$ cat config.mk
export PLATFORM = sky130hd
export DESIGN_NAME = cymometer_sched_flat
export DESIGN_NICKNAME = d
export VERILOG_FILES = /design/src/rtl/cymometer_sched_if.sv /design/src/rtl/cymometer_sched.sv /design/src/flat_wrapper.sv
export SDC_FILE = /design/constraint.sdc
export NUM_CORES = 1
export LEC_CHECK = 0
export CORE_AREA = 2 2 112 157
export DETAILED_ROUTE_END_ITERATION = 7
export DIE_AREA = 0 0 114 159
export DONT_BUFFER_PORTS = 1
export PLACE_DENSITY = 0.66
export SETUP_SLACK_MARGIN = 0.4
export SYNTH_ARGS = -nofsm -noshare
export SYNTH_HDL_FRONTEND = slang
export SYNTH_SLANG_ARGS = --single-unit
$ cat constraint.sdc
create_clock -name sys_clk_i -period 3.2 [get_ports sys_clk_i]
set_input_delay 0.64 -clock sys_clk_i [delete_from_list [all_inputs] [get_ports sys_clk_i]]
set_output_delay 0.64 -clock sys_clk_i [all_outputs]
set_load 0.01 [all_outputs]
$ cat src/rtl/cymometer_sched_if.sv
// Scheduler-side bundle: channel enables, cymometer core handshake and result readback.
// The scheduler uses the slave modport; whatever drives the inputs uses master.
interface cymometer_sched_if;
    logic [3:0]  ch_en;
    logic        meas_done;
    logic [19:0] meas_data;
    logic [1:0]  rd_addr;
    logic [1:0]  ch_sel;
    logic        meas_start;
    logic        busy;
    logic [19:0] rd_data;
    logic [3:0]  err;
    logic        upd;
    logic [1:0]  upd_ch;

    modport slave (
        input  ch_en, meas_done, meas_data, rd_addr,
        output ch_sel, meas_start, busy, rd_data, err, upd, upd_ch
    );

    modport master (
        output ch_en, meas_done, meas_data, rd_addr,
        input  ch_sel, meas_start, busy, rd_data, err, upd, upd_ch
    );
endinterface

$ cat src/rtl/cymometer_sched.sv
// Round-robin scheduler sharing one frequency counter across up to four input clocks.
// Selects a channel, lets the mux settle, runs one measurement and stores result or timeout.
module cymometer_sched #(
    parameter logic [2:0]  CH_NUM     = 3'd4,
    parameter logic [7:0]  SETTLE_CYC = 8'd16,
    parameter logic [26:0] TIMEOUT    = 27'd100000000
) (
    input  logic              sys_clk_i,
    input  logic              sys_rst_n_i,
    cymometer_sched_if.slave  bus
);
    localparam int unsigned NCH     = int'(CH_NUM);
    localparam logic [3:0]  CH_MASK = 4'((5'd1 << CH_NUM) - 5'd1);

    typedef enum logic [2:0] {
        S_IDLE, S_SETTLE, S_START, S_WAIT, S_STORE, S_NEXT
    } state_e;

    state_e      state_q, state_d;
    logic [1:0]  ch_sel_q, ch_sel_d;
    logic [7:0]  settle_q, settle_d;
    logic [26:0] tmo_q, tmo_d;
    logic [19:0] cap_q, cap_d;
    logic        ok_q, ok_d;
    logic [3:0]  err_q;
    logic [19:0] result_q [NCH];
    logic [19:0] rd_q;

    logic [3:0]  en_v;
    logic [1:0]  first_ch;
    logic [1:0]  next_ch;
    logic [2:0]  cand;

    // Descending loops let the lowest index / nearest circular successor win.
    always_comb begin : ch_search
        en_v     = bus.ch_en & CH_MASK;
        first_ch = '0;
        next_ch  = ch_sel_q;
        cand     = '0;
        for (int unsigned i = 4; i > 0; i--) begin
            if (en_v[2'(i - 1)]) first_ch = 2'(i - 1);
        end
        for (int unsigned k = 4; k > 0; k--) begin
            if (k <= NCH) begin
                cand = {1'b0, ch_sel_q} + 3'(k);
                if (cand >= CH_NUM) cand = cand - CH_NUM;
                if (en_v[cand[1:0]]) next_ch = cand[1:0];
            end
        end
    end

    always_comb begin : fsm_next
        state_d  = state_q;
        ch_sel_d = ch_sel_q;
        settle_d = settle_q;
        tmo_d    = tmo_q;
        cap_d    = cap_q;
        ok_d     = ok_q;
        case (state_q)
            S_IDLE: begin
                if (|en_v) begin
                    ch_sel_d = first_ch;
                    settle_d = '0;
                    state_d  = S_SETTLE;
                end
            end
            S_SETTLE: begin
                if ({1'b0, settle_q} + 9'd1 >= {1'b0, SETTLE_CYC}) state_d = S_START;
                else settle_d = settle_q + 8'd1;
            end
            S_START: begin
                tmo_d   = '0;
                state_d = S_WAIT;
            end
            S_WAIT: begin
                if (bus.meas_done) begin
                    cap_d   = bus.meas_data;
                    ok_d    = 1'b1;
                    state_d = S_STORE;
                end else if (tmo_q >= TIMEOUT - 27'd1) begin
                    ok_d    = 1'b0;
                    state_d = S_STORE;
                end else if (tmo_q != '1) begin
                    tmo_d = tmo_q + 27'd1;
                end
            end
            S_STORE: state_d = S_NEXT;
            S_NEXT: begin
                if (!(|en_v)) begin
                    state_d = S_IDLE;
                end else if (next_ch == ch_sel_q) begin
                    state_d = S_START;
                end else begin
                    ch_sel_d = next_ch;
                    settle_d = '0;
                    state_d  = S_SETTLE;
                end
            end
            default: state_d = S_IDLE;
        endcase
    end

    always_ff @(posedge sys_clk_i or negedge sys_rst_n_i) begin
        if (!sys_rst_n_i) begin
            state_q  <= S_IDLE;
            ch_sel_q <= '0;
            settle_q <= '0;
            tmo_q    <= '0;
            cap_q    <= '0;
            ok_q     <= 1'b0;
        end else begin
            state_q  <= state_d;
            ch_sel_q <= ch_sel_d;
            settle_q <= settle_d;
            tmo_q    <= tmo_d;
            cap_q    <= cap_d;
            ok_q     <= ok_d;
        end
    end

    always_ff @(posedge sys_clk_i or negedge sys_rst_n_i) begin
        if (!sys_rst_n_i) begin
            err_q <= '0;
            rd_q  <= '0;
            for (int unsigned i = 0; i < NCH; i++) result_q[i] <= '0;
        end else begin
            if (state_q == S_STORE) begin
                result_q[ch_sel_q] <= ok_q ? cap_q : '0;
                err_q[ch_sel_q]    <= !ok_q;
            end
            rd_q <= ({1'b0, bus.rd_addr} < CH_NUM) ? result_q[bus.rd_addr] : '0;
        end
    end

    always_comb begin : outputs
        bus.ch_sel     = ch_sel_q;
        bus.meas_start = (state_q == S_START);
        bus.busy       = (state_q != S_IDLE);
        bus.upd        = (state_q == S_STORE);
        bus.upd_ch     = ch_sel_q;
        bus.err        = err_q;
        bus.rd_data    = rd_q;
    end
endmodule
$ cat src/flat_wrapper.sv
// flat-port wrapper written by rule: the top's interface ports become plain ports
module cymometer_sched_flat 
#(
    parameter logic [2:0]  CH_NUM     = 3'd4,
    parameter logic [7:0]  SETTLE_CYC = 8'd16,
    parameter logic [26:0] TIMEOUT    = 27'd100000000
)
  (sys_clk_i, sys_rst_n_i, bus_ch_en, bus_meas_done, bus_meas_data, bus_rd_addr, bus_ch_sel, bus_meas_start, bus_busy, bus_rd_data, bus_err, bus_upd, bus_upd_ch);
  cymometer_sched_if bus_i ();
  input  logic sys_clk_i;
  input  logic sys_rst_n_i;
  input wire logic [$bits(bus_i.ch_en)-1:0] bus_ch_en;
  input wire logic [$bits(bus_i.meas_done)-1:0] bus_meas_done;
  input wire logic [$bits(bus_i.meas_data)-1:0] bus_meas_data;
  input wire logic [$bits(bus_i.rd_addr)-1:0] bus_rd_addr;
  output wire logic [$bits(bus_i.ch_sel)-1:0] bus_ch_sel;
  output wire logic [$bits(bus_i.meas_start)-1:0] bus_meas_start;
  output wire logic [$bits(bus_i.busy)-1:0] bus_busy;
  output wire logic [$bits(bus_i.rd_data)-1:0] bus_rd_data;
  output wire logic [$bits(bus_i.err)-1:0] bus_err;
  output wire logic [$bits(bus_i.upd)-1:0] bus_upd;
  output wire logic [$bits(bus_i.upd_ch)-1:0] bus_upd_ch;
  assign bus_i.ch_en = bus_ch_en;
  assign bus_i.meas_done = bus_meas_done;
  assign bus_i.meas_data = bus_meas_data;
  assign bus_i.rd_addr = bus_rd_addr;
  assign bus_ch_sel = bus_i.ch_sel;
  assign bus_meas_start = bus_i.meas_start;
  assign bus_busy = bus_i.busy;
  assign bus_rd_data = bus_i.rd_data;
  assign bus_err = bus_i.err;
  assign bus_upd = bus_i.upd;
  assign bus_upd_ch = bus_i.upd_ch;
  cymometer_sched #(.CH_NUM(CH_NUM), .SETTLE_CYC(SETTLE_CYC), .TIMEOUT(TIMEOUT)) u_core (.sys_clk_i(sys_clk_i), .sys_rst_n_i(sys_rst_n_i), .bus(bus_i));
endmodule
==> results of run 1 <==
[metrics by stage]
| stage | hold WS, ns | cell area, sq um | power (mW) |
|---|---|---|---|
| floorplan | 0.344 | 7360 | 3.94 |
| global placement | 0.348 | 7540 | 4.14 |
| detailed placement | 0.348 | 7540 | 4.25 |
| CTS | -0.112 | 8140 | 6.30 |
| global route | -0.122 | 8140 | 6.62 |
| finish | -0.0910 | 8140 | 6.24 |
[cell usage in the layout (no fill, tap or decap), types with 3 or more instances in the layout]
cell | netlist | final
a21oi_1 | 11 | 11
a31o_2 | 4 | 4
a31oi_1 | 6 | 6
and3_1 | 6 | 6
and3_2 | 3 | 3
buf_4 | 2 | 14
clkbuf_1 | 35 | 3
clkbuf_16 | 0 | 17
clkbuf_8 | 1 | 3
clkinvlp_4 | 0 | 3
dfrtp_1 | 165 | 165
ha_1 | 6 | 6
inv_1 | 11 | 11
mux2_2 | 25 | 25
mux2i_1 | 9 | 9
mux4_2 | 20 | 20
nand2_1 | 136 | 136
nand2b_1 | 9 | 9
nand3_1 | 11 | 11
nand4_1 | 8 | 8
nor2_1 | 14 | 14
nor2b_1 | 8 | 8
nor3_1 | 4 | 4
nor3b_1 | 3 | 3
o211ai_1 | 7 | 7
o21a_1 | 3 | 3
o21ai_0 | 95 | 95
o311ai_0 | 6 | 6
o31ai_1 | 6 | 6
o41ai_1 | 5 | 5
or3_1 | 3 | 3
or4_1 | 11 | 11
[cells by family after synthesis]
| group | count (synthesis) |
|---|---|
| simple gates | 232 |
| flops | 165 |
| compound gates | 159 |
| mux | 54 |
| buf+inv | 51 |
| fa+ha+maj | 6 |
[Yosys cell counts, drive strengths merged]
library cell and n:
o21ai 95, and2 3, o32a 1, nand4 9, a211oi 2, o32ai 2
nor3 4, or4 12, nor2 14, nor3b 3, a41oi 2, a31oi 6
a221oi 3, o21a 3, o31ai 6, inv 11, or3 4, dfrtp 165
o211ai 7, nand2 136, o31a 1, a21oi 11, or2 2, o311ai 6
nand2b 9, and4 3, and3 10, ha 6, a21boi 1, mux4 20
a311o 1, o21bai 2, mux2 25, a21o 1, clkbuf 36, o41ai 5
a31o 4, nand3 12, nor4 3, nor2b 8, mux2i 9, buf 4
[layer usage]
layer / track usage, % / part of all wire, % / up-vias
met2: 31.6 / 53 / 97
met1: 21.7 / 42 / 2549
met5: 0 / 0.076 / -
met4: 6.65 / 1.8 / 2
li1: - / - / 2380
met3: 4.61 / 3.5 / 28
[cell type report]
type	instances	area (sq um)
clock buffer	23	478
clock inverter	9	118
fill	1509	8540
inverter	11	41.3
multi-input combinational	451	3010
sequential	165	4130
tap	203	254
timing repair buffer	14	105
[final timing paths]
kind / from / end / slack (ns) / depth (start not counted)
worst min-delay path: sys_rst_n_i / u_core.bus.rd_data[1] / -0.09 / 0
max in group asynchronous: sys_rst_n_i / u_core.cap_q[14] / 3.11 / 0
worst min register to register: u_core.result_q[32] / u_core.result_q[32] / 0.48 / 2
worst max-delay path: u_core.state_q[1] / bus_upd / 0.74 / 2
min in group sys_clk_i: bus_meas_data[15] / u_core.cap_q[15] / 0.36 / 1
worst max register to register: u_core.state_q[1] / u_core.tmo_q[0] / 0.77 / 6
[state kept, by name (all words and copies together), names as in the netlist]
register,count
u_core.state_q,3
u_core.result_q,80
u_core.bus.ch_sel,2
u_core.bus.rd_data,20
u_core.settle_q,8
u_core.bus.err,4
u_core.cap_q,20
u_core.ok_q,1
u_core.tmo_q,27
[power groups by stage]
stage                     combinational [mW]  clock (mW)  sequential (mW)
final                                   1.15        2.03             3.06
after global routing                    1.31        2.17             3.13
after CTS                               1.16        2.08             3.06
after detailed placement                1.16           0             3.09
after global placement                  1.09           0             3.05
after floorplan                        0.967           0             2.97
[critical path: cells and delay by family (launching register included)]
family                 cells  cell delay [ns]
and+or+nand+nor            1             0.63
DFF                        1             0.52
buffers and inverters      1             0.24
==> results.py, run 1 <==
metrics = {
    "cells_and_area": {
        "diodes": 0,
        "final_util_pct": 48.8,
        "fin_cells": 876,
        "drive_gt1_share_pct": 16.0,
        "area_growth_pct": 10.6,
        "num-nets-final": 695,
    },
    "clock_network": {
        "cts_root_buf": "clkbuf_16",
        "clk_latency_ns": 0.42,
        "numCtsBuffers": 17,
        "cts_buffer_depth": 2,
        "htreeDepth": 4,
        "cts_sinks": 165,
        "post_cts_buffers": 0,
        "path_clk_slew_ns": 0.06,
        "ctsResizeCount": 0,
        "cts_tree": "built",
    },
    "global_route": {
        "antenna_found_initial": 1,
        "track_usage_pct": 18.2,
        "grt_start_max_net_pins": 166,
        "grt-ovfl-total": 0,
        "grt_pass1_wl_microns": 26100,
        "first_global_vias": 5286,
    },
    "synth": {
        "synthSimpleGateAreaFrac_pct": 15.4,
        "synth_top_family_by_area": "simple AND/OR/NAND/NOR gates",
        "synth-xor-area-share_pct": 0,
        "postSynthCellCount": 667,
        "yosys_warnings": 0,
        "synthesis.area_sq_mm": 0.00736,
        "synth_cell_type_count": 56,
        "synth_top_area_cell": "dfrtp_1",
        "synth_mux_area_share_pct": 11.2,
        "ys_seq_area_share_pct": 56.1,
        "synthAdderAreaFrac_pct": 1.02,
        "avgSynthCellArea_sq_um": 11.0,
        "netlist.area_leader.share_pct": 56.1,
        "ys_ff_latch": 165,
        "synth_compound_area_share_pct": 13.3,
        "mappedNetlistNets": 702,
        "synth_area_leaders": "dfrtp_1 56%, nand2_1 6.9%, o21ai_0 6.5%",
    },
    "pwr": {
        "static-leakage-power_nw": 3.63,
        "comb_power_share_pct": 18.4,
        "switchingPower_mw": 1.81,
        "power.density_mw_per_mm2": 767,
        "p_int_mw": 4.43,
        "ir_worst_vdd_v": 0.000326,
        "switching_share_pct": 29.0,
        "p_seq_share_pct": 49.0,
        "p_clk_share_pct": 32.6,
    },
    "sta": {
        "relSlewSlack_pct": 35.1,
        "finalCritPeriodShare_pct": 76.8,
        "finalSetupTns_ns": 0,
        "setup_violations": 0,
        "min_period_ns": 2.46,
        "fmax_mhz": 407,
        "timing.hold.ws_ns": -0.0910,
        "layout_setup_ws_ns": 0.742,
        "finalHoldViolations": 165,
        "skew_ns": 0.00852,
        "report.final.slew_viol_count": 0,
        "worstMarginPinSlew_ns": 0.973,
        "rsz0062_at_grt": "no",
    },
    "drt": {
        "ant_nets": 0,
        "via_count": 5056,
        "vias_per_cell": 5.77,
        "wire_per_inst_microns": 17.9,
        "drt-initial-drc-count": 245,
        "drt_wl_total_microns": 15700,
        "drt-pass1-iter-count": 4,
        "drc_errors": 0,
    },
    "die": {
        "die_w_microns": 114,
        "die_area_sq_mm": 0.0181,
        "die_h_microns": 159,
        "start_util_pct": 44.1,
        "io_pins": 60,
        "core_region_area_sq_mm": 0.0167,
        "rows": 56,
    },
    "run_status": {
        "status": "finished, violations left",
        "violations": "negative hold slack",
    },
    "critical_path": {
        "crit_chain": "nor3b_1 -> buf_4",
        "path_class": "flip-flop to primary output",
        "end_kind": "primary output",
        "critPathMaxFanout": 13,
        "critPathMaxStageDelay_ns": 0.63,
        "required_ns": 2.56,
        "cp_slowest_cell": "nor3b_1",
        "critPathArrivalTime_ns": 1.82,
        "cp-start-kind": "flip-flop",
    },
    "placement": {
        "post-place-ws_ns": 0.753,
        "io_buffers": 0,
        "dpl.cell_count": 844,
        "hpwl_microns": 10200,
        "place_congestion": 0.839,
    },
    "worst_hold_path": {
        "hold_path.class": "input port to asynchronous set/reset pin",
    },
    "flow_run": {
        "maxCapViolations": 0,
    },
}
Power figures use the tool's default switching activity.
==> run 2: changes to the inputs <==
PLACE_DENSITY = 0.68   (was 0.66)
clock period = 2.1 ns   (was 3.2 ns; I/O delays follow)
==> run 2 against run 1 <==
Net effect:
- the flow finishes with violations (negative hold slack, negative setup slack)
- hold slack worse by 0.22 ns
- clock-buffer cell count down 4
- clock power up 46%
- core utilization up 6.1 points
==> results.py, run 2 (synthesized netlist as in run 1, its figures left out) <==
metrics = {
    "drt": {
        "drc_errors": 0,
        "drt-pass1-iter-count": 4,
        "drt_wl_total_microns": 17500,
        "via_count": 5489,
        "vias_per_cell": 5.77,
        "drt-initial-drc-count": 366,
        "wire_per_inst_microns": 18.3,
        "ant_nets": 0,
    },
    "pwr": {
        "fin_total_pwr_mw": 10.1,
        "static-leakage-power_nw": 4.12,
        "power.density_mw_per_mm2": 1100,
        "ir_worst_vdd_v": 0.000605,
    },
    "clock_network": {
        "numCtsBuffers": 17,
        "cts_buffer_depth": 2,
        "htreeDepth": 4,
        "clk_latency_ns": 0.43,
        "cts_tree": "built",
        "path_clk_slew_ns": 0.07,
        "cts_sinks": 165,
        "cts_root_buf": "clkbuf_16",
    },
    "die": {
        "io_pins": 60,
        "rows": 56,
        "die_h_microns": 159,
        "die_w_microns": 114,
        "core_region_area_sq_mm": 0.0167,
        "start_util_pct": 44.1,
        "die_area_sq_mm": 0.0181,
    },
    "sta": {
        "finalCritPeriodShare_pct": 102,
        "min_period_ns": 2.14,
        "layout_setup_ws_ns": -0.0404,
        "report.final.slew_viol_count": 0,
        "fmax_mhz": 467,
        "setup_violations": 5,
        "finalSetupTns_ns": -0.140,
        "finalHoldViolations": 165,
        "rsz0062_at_grt": "yes",
        "skew_ns": 0.00741,
        "worstMarginPinSlew_ns": 0.446,
        "timing.hold.ws_ns": -0.314,
        "relSlewSlack_pct": 69.9,
    },
    "placement": {
        "hpwl_microns": 10700,
        "dpl.cell_count": 885,
        "post-place-ws_ns": -0.0671,
        "io_buffers": 0,
        "place_congestion": 0.855,
    },
    "cells_and_area": {
        "final_cell_mix": "163 x dfrtp_1, 132 x nand2_1, 87 x o21ai_0",
        "area_growth_pct": 24.3,
        "reg_top3": "u_core.result_q: 80 flops, u_core.tmo_q: 27 flops",
        "regMostFlops": "u_core.result_q",
        "fin_cells": 952,
        "fillCellCount": 1398,
        "final_common_cell": "dfrtp_1",
        "largest_register_ffs": 80,
        "num-nets-final": 772,
        "diodes": 0,
        "drive_gt1_share_pct": 33.2,
    },
    "global_route": {
        "track_usage_pct": 20.0,
        "grt_pass1_wl_microns": 28900,
        "first_global_vias": 5813,
        "grt-ovfl-total": 0,
        "grt_start_max_net_pins": 166,
        "antenna_found_initial": 0,
    },
    "flow_run": {
        "maxCapViolations": 0,
    },
    "critical_path": {
        "rrSetupSlack_ns": -0.04,
        "required_ns": 2.38,
        "cp-start-kind": "flip-flop",
        "path_class": "flip-flop to flip-flop",
        "reg2reg_from": "u_core.tmo_q[1]",
        "timing.rr.end": "u_core.tmo_q[25]",
        "end_kind": "flip-flop",
        "critPathArrivalTime_ns": 2.42,
        "critPathMaxFanout": 8,
        "reg2reg_depth": 7,
    },
    "run_status": {
        "violations": "negative hold slack, negative setup slack",
        "status": "finished, violations left",
    },
    "worst_hold_path": {
        "hold_path.class": "input port to asynchronous set/reset pin",
    },
}
-- run 2: what timing repair did --
item | in CTS | in global routing
cloned | 1 | 0
gates resized for setup | 50 | 40
endpoints found under the setup margin | 147 | 96
setup buffers | 23 | 12
pin swaps | 39 | 22
endpoints found under the hold margin | 165 | 165
-- run 2: worst max path at each step --
stage / startpoint / endpoint / slack (ns)
6_report: u_core.tmo_q[1] / u_core.tmo_q[25] / -0.04
5_1_grt: u_core.tmo_q[1] / u_core.tmo_q[25] / -0.15
4_1_cts: u_core.tmo_q[0] / u_core.tmo_q[15] / 0.01
3_5_place_dp: u_core.tmo_q[6] / u_core.tmo_q[23] / -0.07
3_3_place_gp: u_core.tmo_q[21] / u_core.tmo_q[4] / 0.03
2_1_floorplan: u_core.bus.ch_sel[0] / u_core.settle_q[3] / -0.03
-- run 2: metal layers --
| layer | vias to the layer above | GRT usage, % | routed length (microns) |
|---|---|---|---|
| met5 | - | 0 | 0 |
| met4 | 0 | 8.76 | 505 |
| met3 | 42 | 5.06 | 731 |
| met2 | 130 | 35.3 | 9510 |
| met1 | 2775 | 22.5 | 6700 |
| li1 | 2542 | - | - |
-- run 2: final cells by class --
type / count / area [sq um] / area share [%]
Sequential cell: 165 / 4130 / 45.2
Clock buffer: 19 / 443 / 4.84
Timing Repair Buffer: 91 / 766 / 8.37
Multi-Input combinational cell: 451 / 3380 / 37.0
Clock inverter: 12 / 121 / 1.33
Tap cell: 203 / 254 / 2.78
Inverter: 11 / 46.3 / 0.506
-- run 2: critical path, stage by stage (launching register included) --
cell      delay (ns)
dfrtp_1         0.39
ha_2            0.20
a21oi_2         0.11
nor2b_2         0.08
a221oi_4        0.33
o211ai_1        0.21
buf_4           0.22
o41ai_1         0.45
-- run 2: report_power, final --
group,switching (mW),leakage [nW],internal (mW)
combinational,1.20,1.62,1.32
sequential,0.575,2.23,4.04
clock,1.29,0.274,1.67
total,3.06,4.12,7.04
-- run 2: stage by stage --
| step | util [%] | hold WS (ns) | cell area [sq um] |
|---|---|---|---|
| 2_1_floorplan | - | 0.124 | 7480 |
| 3_3_place_gp | 47.6 | 0.127 | 7930 |
| 3_5_place_dp | 47.6 | 0.128 | 7930 |
| 4_1_cts | 53.3 | -0.334 | 8890 |
| 5_1_grt | 54.8 | -0.334 | 9150 |
| 6_report | 54.8 | -0.314 | 9150 |
